[config.mk]
export PLATFORM = sky130hd
export DESIGN_NAME = edge_emitter
export DESIGN_NICKNAME = d
export VERILOG_FILES = /design/src/rtl/edge_emitter_pkg.sv /design/src/rtl/edge_emitter.sv
export SDC_FILE = /design/constraint.sdc
export NUM_CORES = 1
export LEC_CHECK = 0
export ABC_AREA = 1
export CAP_MARGIN = 20
export CORE_MARGIN = 2
export CORE_UTILIZATION = 33
export CTS_CLUSTER_DIAMETER = 50
export DETAILED_ROUTE_END_ITERATION = 10
export SKIP_LAST_GASP = 1
export SYNTH_ARGS = -nofsm -noshare
export SYNTH_HDL_FRONTEND = slang
export SYNTH_SLANG_ARGS = --single-unit
[constraint.sdc]
create_clock -name clk -period 3 [get_ports clk]
set_input_delay 0.6 -clock clk [delete_from_list [all_inputs] [get_ports clk]]
set_output_delay 0.6 -clock clk [all_outputs]
set_load 0.02 [all_outputs]
[src/rtl/edge_emitter_pkg.sv]
// Shared state encoding and sizing helpers for the edge_emitter pulse generator.
// The FSM encoding is fixed so other logic can decode the state bits directly.
package edge_emitter_pkg;

    typedef enum logic [1:0] {
        IDLE   = 2'd0,
        ACTIVE = 2'd1,
        GAP    = 2'd2
    } state_e;

    function automatic int max_int(input int a, input int b);
        return (a > b) ? a : b;
    endfunction

    // Bits needed for a down-counter holding 0 .. n-1.
    function automatic int cnt_width(input int n);
        if (n <= 1) begin
            return 1;
        end
        return $clog2(n);
    endfunction

endpackage

[src/rtl/edge_emitter.sv]
// Turns one-cycle request ticks into spaced level pulses on a single line,
// queueing requests that arrive while a pulse is in flight (saturating).
module edge_emitter
    import edge_emitter_pkg::*;
#(
    parameter int HIGH_CYCLES = 3,
    parameter int LOW_CYCLES  = 2,
    parameter int PENDING_W   = 2
) (
    input  logic                 clk,
    input  logic                 reset,
    input  logic                 tick,
    input  logic                 en,
    output logic                 out,
    output logic                 busy,
    output logic [PENDING_W-1:0] pending,
    output logic                 overflow
);

    localparam int                   CNT_W       = cnt_width(max_int(HIGH_CYCLES, LOW_CYCLES));
    localparam logic [CNT_W-1:0]     HIGH_LOAD   = CNT_W'(HIGH_CYCLES - 1);
    localparam logic [CNT_W-1:0]     LOW_LOAD    = CNT_W'(LOW_CYCLES - 1);
    localparam logic [PENDING_W-1:0] PENDING_MAX = '1;

    state_e               state_q, state_d;
    logic [CNT_W-1:0]     cnt_q, cnt_d;
    logic                 out_q, out_d;
    logic                 pol_q, pol_d;
    logic                 overflow_q, overflow_d;
    logic [PENDING_W-1:0] pending_q, pending_d;

    logic start;      // a pulse begins at this edge
    logic take_tick;  // this cycle's tick starts the pulse directly
    logic pop;        // the pulse that begins comes from the queue
    logic push;       // this cycle's tick has to wait in the queue

    always_ff @(posedge clk or negedge reset) begin
        if (!reset) begin
            state_q    <= IDLE;
            cnt_q      <= '0;
            out_q      <= 1'b0;
            pol_q      <= 1'b0;
            overflow_q <= 1'b0;
            pending_q  <= '0;
        end else begin
            state_q    <= state_d;
            cnt_q      <= cnt_d;
            out_q      <= out_d;
            pol_q      <= pol_d;
            overflow_q <= overflow_d;
            pending_q  <= pending_d;
        end
    end

    always_comb begin
        state_d   = state_q;
        cnt_d     = cnt_q;
        out_d     = out_q;
        pol_d     = pol_q;
        start     = 1'b0;
        take_tick = 1'b0;
        pop       = 1'b0;

        case (state_q)
            IDLE: begin
                out_d = ~en;
                if (tick) begin
                    start     = 1'b1;
                    take_tick = 1'b1;
                end
            end
            ACTIVE: begin
                out_d = pol_q;
                if (cnt_q != '0) begin
                    cnt_d = cnt_q - CNT_W'(1);
                end else begin
                    state_d = GAP;
                    out_d   = ~pol_q;
                    cnt_d   = LOW_LOAD;
                end
            end
            GAP: begin
                // Holding ~pol into the first IDLE cycle keeps the full gap even if en moved.
                out_d = ~pol_q;
                if (cnt_q != '0) begin
                    cnt_d = cnt_q - CNT_W'(1);
                end else if (pending_q != '0) begin
                    start = 1'b1;
                    pop   = 1'b1;
                end else if (tick) begin
                    start     = 1'b1;
                    take_tick = 1'b1;
                end else begin
                    state_d = IDLE;
                end
            end
            default: begin
                state_d = IDLE;
                out_d   = ~en;
            end
        endcase

        if (start) begin
            state_d = ACTIVE;
            pol_d   = en;
            out_d   = en;
            cnt_d   = HIGH_LOAD;
        end
    end

    // Saturating queue of requests not yet started.
    always_comb begin
        push       = tick & ~take_tick;
        pending_d  = pending_q;
        overflow_d = 1'b0;
        if (push && !pop) begin
            if (pending_q == PENDING_MAX) begin
                overflow_d = 1'b1;
            end else begin
                pending_d = pending_q + PENDING_W'(1);
            end
        end else if (pop && !push) begin
            pending_d = pending_q - PENDING_W'(1);
        end
    end

    assign out      = out_q;
    assign pending  = pending_q;
    assign overflow = overflow_q;
    assign busy     = (state_q != IDLE) | (pending_q != '0);

endmodule

Word level (Yosys, flattened, before mapping) --
Cells that the tools add are included.
Operators by class: $add $sub $neg 3, equality and inequality tests 10, muxes and demuxes 28, bitwise operators 5, reductions and logical operators 13
Operators with widths (count):
- $mux 2 | 11
- $ne 3x3->1 const B | 5
- $mux 1 | 12
- $reduce_bool 2->1 | 4
- $pmux 1 s2 | 3
- $pmux 2 s3 | 1
- $reduce_and 5->1 | 1
- $eq 2x2->1 const B | 2
- $ne 2x2->1 const B | 2
- $pmux 2 s2 | 1
- $reduce_and 2->1 | 2
- $sub 2x1->2 const B | 2
- $not 1->1 | 3
- $reduce_bool 3->1 | 1
- $add 2x1->2 const B | 1
- $eq 2x1->1 const B | 1
- $logic_and 1x1->1 | 2
- $logic_not 1->1 | 2
- $logic_not 2->1 | 1
- $and 1x1->1 | 1
- $or 1x1->1 | 1
Storage, ports and cells: bits in registers 9, output and inout bits 5, logic and storage cells 65

Depth between registers and ports, before layout --
Gate-level depths: netlist (run 1).
word-level depth 10, depth in mapped cells 9

Worst setup path after synthesis (run 1) --
OpenSTA, ideal clock, no wires.
kind register to output, start reg state_q[0], end out busy, arrival 0.866 ns, data required time 2.400 ns, setup slack 1.534 ns, stages on the path, launching flop included 4, path buffers 0, path through dfrtp_1 -> inv_1 -> ha_1 -> nand2_1
Between the ends: word-level cells in the longest chain between the ends 2
Ends and longest elaborated chain:
- from (decl) | line edge_emitter.sv:25 | state_e state_q, state_d;
- from (signal assigned) | line edge_emitter.sv:46 | state_q <= state_d;
- $reduce_bool 2->1 | line edge_emitter.sv:130 | assign busy = (state_q != IDLE) | (pending_q != '0);
- $or 1x1->1 | line edge_emitter.sv:130
- to (decl) | line edge_emitter.sv:15 | output logic busy,
No other way between the ends.

Worst setup path in the final report (run 1) --
Same ends and word-level chain as after synthesis.

==> metrics.txt, run 1 <==
Setup Fix Bufs, Post-CTS 0; number of global-route vias before repair ~400; FF-to-FF path depth 9; Routed Antenna Nets 0; synth unique cells 15; Worst path top cell family by delay buffers and inverters; synthesized flop and latch total 9; RSZ-0062 raised after global routing no; Final Skew roughly 0.0098 ns; slowest CP cell clkdlybuf4s50_1; Tot GR Track Use 0.127; Die Footprint ~2000 µm²; Buffers on Ports 8; Crit. End Element output pin; pwr dens about 950 nW/µm²; Synth Instances just over 70; Row Count 14; router iterations before antenna repair 4; status finished, final reports clean; Worst R2R Setup Slack between 1.5 and 2 ns; share of cells above drive strength 1 0.145; Via density around 4.6; via count 456; cells along the critical path inv_1 -> ha_1 -> nand2_1 -> clkdlybuf4s50_1; Place WS 1.01 ns; hold path start state_q[0]$_DFFE_PN0P_; GRT overflow 0; # diodes 0; WP buf/inv 2; R2R Path Start state_q[0]$_DFFE_PN0P_; final hold vios 0; Max rail drop VDD 0.530 mV; crit path kind reg -> out; CP peak stage delay ~0.59 ns; Relative slew margins 0.725; Syn. warnings 0; Seq. cell area between 200 and 250 µm²; HPWL after DPL between 800 and 900 µm; initial antenna violation count 0; power consumption about 640 µW; Worst-path clk slew 0.06 ns; First DRT Iteration DRCs 16; Slew Viols, Final 0; Max-Cap Viols 0; CTS tree built; Final Core Density 0.443; Final period util 0.754; sequential fraction of the synthesis area 0.411; Worst Hold Path EP state_q[0]$_DFFE_PN0P_; maximum root-to-sink buffer count 2; Hold Path Depth 2; CORE AREA about 1500 µm²; Post-Syn Nets 78; mapped cell area between 500 and 600 µm²; HP Class reg -> reg; nets between 90 and 100; CP Data Required Time ~2.4 ns; first-pass GRT wire length between 1.5 and 2 mm; Clk Latency, worst-skew pair approximately 0.27 ns; CP max FO 5; Hold Buf Count CTS 0; DR WL/cell roughly 10 µm; endpoints failing setup 0; Synth area leader dfrtp_1; clock sink total 9; Clock H-tree levels 1; final wirelength about 1 mm; Remaining DRCs 0; Peak Freq 442 MHz; main area contributors after synthesis dfrtp_1, nand2_1, ha_1, inv_1, nand2_4; CTS Root Cell clkbuf_4; I/O Pins 9; Fill cells 148; CTS resizes 0; P_leak between 0.0003 and 0.0004 µW; Die H 44.8 µm; Starting Density 0.360; CP arrival around 1.7 ns; area taken by multi-input logic gates about 290 µm²; CTS buffer count 3; Slew @ Worst Pin ~0.41 ns; syn_area_per_cell 7.72 µm²; Area Overhead vs Synth 23.3%; Setup WS post-layout ~0.74 ns; Setup TNS 0 ns; largest net degree at the start of global routing 10; global placer's final weighted congestion ~0.76; final worst path period need approximately 2.3 ns; RR Endpoint state_q[1]$_DFFE_PN0P_; Yosys top cell area share 0.411; Die X between 40 and 50 µm; Critical Path Source Type flop
[layout make-up]
class | instances | share of cell area
clock inverter | 1 | 0.00741
timing repair buffer | 8 | 0.119
clock buffer | 3 | 0.0333
sequential | 9 | 0.333
inverter | 9 | 0.0500
multi-input combinational | 53 | 0.428
tap | 16 | 0.0296
[worst max-delay path by stage]
stage	cells past startpoint	start	endpoint	slack, ns
floorplan	3	state_q[0]$_DFFE_PN0P_	busy	1.53
global placement	4	state_q[0]$_DFFE_PN0P_	busy	1.05
detailed placement	4	state_q[0]$_DFFE_PN0P_	busy	1.01
CTS	4	state_q[0]$_DFFE_PN0P_	busy	0.73
global route	4	state_q[0]$_DFFE_PN0P_	busy	0.63
finish	4	state_q[0]$_DFFE_PN0P_	busy	0.74
[metrics by stage]
stage               hold WS, ns  instance area (µm²)  cells
floorplan                 0.304                  548     71
global placement          0.487                  648     95
detailed placement        0.496                  648     95
CTS                       0.508                  676     99
global route              0.548                  676     99
finish                    0.508                  676     99
[power by group]
| group | internal [µW] | switching [µW] | leakage [µW] | total [µW] |
|---|---|---|---|---|
| Clock | 49.2 | 45.1 | 0.0000177 | 94.4 |
| Sequential | 169 | 41.0 | 0.000106 | 210 |
| Combinational | 134 | 204 | 0.000228 | 338 |
[worst min-delay path, cell delays in order, from the launching register on]
cell and delay [ns]:
dfrtp_1 0.37, nand2_1 0.06, nand2_1 0.05
[cells in the final DEF, fill, tap and decap left out]
| master | synthesis | routed |
|---|---|---|
| clkdlybuf4s50_1 | 0 | 8 |
| nand2_4 | 3 | 3 |
| nand2_1 | 22 | 22 |
| nor3_1 | 2 | 2 |
| inv_1 | 9 | 9 |
| nor2_2 | 1 | 1 |
| nor2_4 | 1 | 1 |
| dfrtp_1 | 9 | 9 |
| clkinv_2 | 0 | 1 |
| nand2_2 | 2 | 2 |
| a21oi_1 | 1 | 1 |
| nand4_1 | 3 | 3 |
| clkbuf_4 | 0 | 3 |
| o21ai_0 | 5 | 5 |
| nand3_1 | 2 | 2 |
| nand3_2 | 1 | 1 |
| nor2_1 | 7 | 7 |
| ha_1 | 3 | 3 |
[cell families after synthesis]
group	share of synthesized area
DFF	0.411
adders and majority gates	0.0685
AOI/OAI and AO/OA	0.0548
buffers and inverters	0.0616
and+or+nand+nor	0.404
[Yosys cell counts]
cell     number
inv_1         9
o21ai_0       5
nor2_2        1
nand4_1       3
dfrtp_1       9
nor2_1        7
nand3_2       1
ha_1          3
nand2_4       3
nor2_4        1
nand3_1       2
a21oi_1       1
nor3_1        2
nand2_1      22
nand2_2       2
[per-layer routing]
layer,track usage,vias up,part of all wire
met1,0.175,195,0.54
met4,0.0909,0,0.033
met5,0,-,0
li1,-,250,-
met2,0.159,7,0.39
met3,0.0480,4,0.038
[sequential cells by signal (all words and copies together) (netlist names)]
register,count
pending,2
state_q,2
pol_q,1
overflow,1
cnt_q,2
out,1
(Power assumes the default switching activity.)
==> run 2, diff against run 1 <==
==> constraint.sdc (replaced) <==
create_clock -name clk -period 2.3 [get_ports clk]
set_input_delay 0.46 -clock clk [delete_from_list [all_inputs] [get_ports clk]]
set_output_delay 0.46 -clock clk [all_outputs]
set_load 0.02 [all_outputs]
==> metrics.txt, run 2 (synthesis results as in run 1) <==
nets 91 (unchanged); Die H 44.8 µm (unchanged); Max-Cap Viols 0 (unchanged); Relative slew margins 0.727 (was 0.725); First DRT Iteration DRCs 3 (was 16); Combinational Power Share 0.527 (was 0.526); Sequential Power Share 0.328 (was 0.327); Final Skew 0.00409 ns (was 0.00979 ns); Buffers on Ports 8 (unchanged); I/O Pins 9 (unchanged); CTS tree built (unchanged); Area Overhead vs Synth 23.3% (unchanged); Psw 376 µW (was 291 µW); clock sink total 9 (unchanged); CTS Root Cell clkbuf_4 (unchanged); DR WL/cell 10.4 µm (was 10.3 µm); status finished, final reports clean (unchanged); Critical Path Source Type flop (unchanged); pwr dens 1240 nW/µm² (was 951 nW/µm²); endpoints failing setup 0 (unchanged); CORE AREA 1520 µm² (unchanged); Die X 44.8 µm (unchanged); Die Footprint 2000 µm² (unchanged); FF-to-FF path depth 7 (was 9); share of cells above drive strength 1 0.145 (unchanged); Remaining DRCs 0 (unchanged); Slew Viols, Final 0 (unchanged); switching share of total power 0.451 (was 0.452); most frequent cells in the layout nand2_1, inv_1, dfrtp_1 (unchanged); global placer's final weighted congestion 0.762 (was 0.763); RSZ-0062 raised after global routing no (unchanged); clock share of power 0.145 (was 0.147); Setup TNS 0 ns (unchanged); Slew @ Worst Pin 0.408 ns (was 0.410 ns); Crit. End Element output pin (unchanged); Routed Antenna Nets 0 (unchanged); Hold Buf Count CTS 0 (unchanged); final wirelength 1.03 mm (was 1.02 mm); crit path kind reg -> out (unchanged); CP arrival 1.66 ns (about the same); Internal Power 458 µW (was 352 µW); final worst path period need around 2.1 ns; via count 479 (was 456); CTS buffer count 3 (unchanged); Starting Density 0.360 (unchanged); P_leak 0.000352 µW (unchanged); initial antenna violation count 0 (unchanged); Max rail drop VDD 0.664 mV (was 0.530 mV); largest net degree at the start of global routing 10 (unchanged); Worst R2R Setup Slack 0.86 ns (was 1.56 ns); Peak Freq between 400 and 500 MHz; Place WS 0.444 ns (was 1.01 ns); # diodes 0 (unchanged); Setup WS post-layout 0.176 ns (was 0.739 ns); Clk Latency, worst-skew pair 0.26 ns (was 0.27 ns); Via density 4.84 (was 4.61); number of global-route vias before repair 441 (was 403); Tot GR Track Use 0.129 (was 0.127); maximum root-to-sink buffer count 2 (unchanged); Row Count 14 (unchanged); Clock H-tree levels 1 (unchanged); CTS resizes 0 (unchanged); first-pass GRT wire length 1.79 mm (was 1.70 mm); Worst-path clk slew 0.06 ns (about the same); GRT overflow 0 (unchanged); HP Class in -> async (was reg -> reg); Setup Fix Bufs, Post-CTS 0 (unchanged); CP Data Required Time 1.84 ns (was 2.40 ns); router iterations before antenna repair 4 (unchanged); Final period util 0.923; Fill cells 156 (was 148); CP max FO 5 (unchanged); R2R Path Start state_q[0]$_DFFE_PN0P_ (unchanged); RR Endpoint pending[0]$_DFFE_PN0P_ (was state_q[1]$_DFFE_PN0P_); final hold vios 0 (unchanged); most common cell after layout, fill and taps aside nand2_1 (unchanged); HPWL after DPL 802 µm (was 801 µm)
## run 2: cell counts in the layout (fill, tap and decap cells not counted)
No cell type changed its count.
## run 2: worst max path at each step
| stage | startpoint | end | slack [ns] | depth (start not counted) |
|---|---|---|---|---|
| floorplan | state_q[0]$_DFFE_PN0P_ | busy | 0.97 | 3 |
| global placement | state_q[0]$_DFFE_PN0P_ | busy | 0.49 | 4 |
| detailed placement | state_q[0]$_DFFE_PN0P_ | busy | 0.44 | 4 |
| CTS | state_q[0]$_DFFE_PN0P_ | busy | 0.15 | 4 |
| global route | state_q[0]$_DFFE_PN0P_ | busy | 0.08 | 4 |
| finish | state_q[0]$_DFFE_PN0P_ | busy | 0.18 | 4 |
## run 2: power by group through the flow
stage	logic, µW	clock network, µW	registers (µW)
3_5_place_dp	445	0	277
6_report	440	121	274
5_1_grt	499	135	281
2_1_floorplan	298	0	298
4_1_cts	447	129	273
3_3_place_gp	437	0	271
## run 2: layer usage
layer,vias up,track usage,share of wire
met5,-,0,0
met4,0,0.0909,0.021
met3,4,0.0400,0.035
met2,7,0.183,0.44
met1,219,0.165,0.50
li1,249,-,-
## run 2: area by class of cell
cell class,count,area (µm²),share of cell area
clock inverters,1,5.00,0.00741
multi-input cells,53,289,0.428
inverters,9,33.8,0.0500
well taps,16,20.0,0.0296
flip-flops and latches,9,225,0.333
clock buffers,3,22.5,0.0333
repair buffers,8,80.1,0.119
## run 2: worst max-delay path, cell delays in order (launching register included)
cell and delay (ns):
dfrtp_1 0.37, inv_1 0.07, ha_1 0.27, nand2_1 0.09, clkdlybuf4s50_1 0.59
## run 2: stage by stage
stage | utilization | instance area, µm² | total power (µW) | std cells | hold WS, ns
2_1_floorplan | - | 548 | 596 | 71 | 0.164
3_3_place_gp | 0.425 | 648 | 708 | 95 | 0.487
3_5_place_dp | 0.425 | 648 | 721 | 95 | 0.496
4_1_cts | 0.443 | 676 | 849 | 99 | 0.493
5_1_grt | 0.443 | 676 | 915 | 99 | 0.530
6_report | 0.443 | 676 | 834 | 99 | 0.491
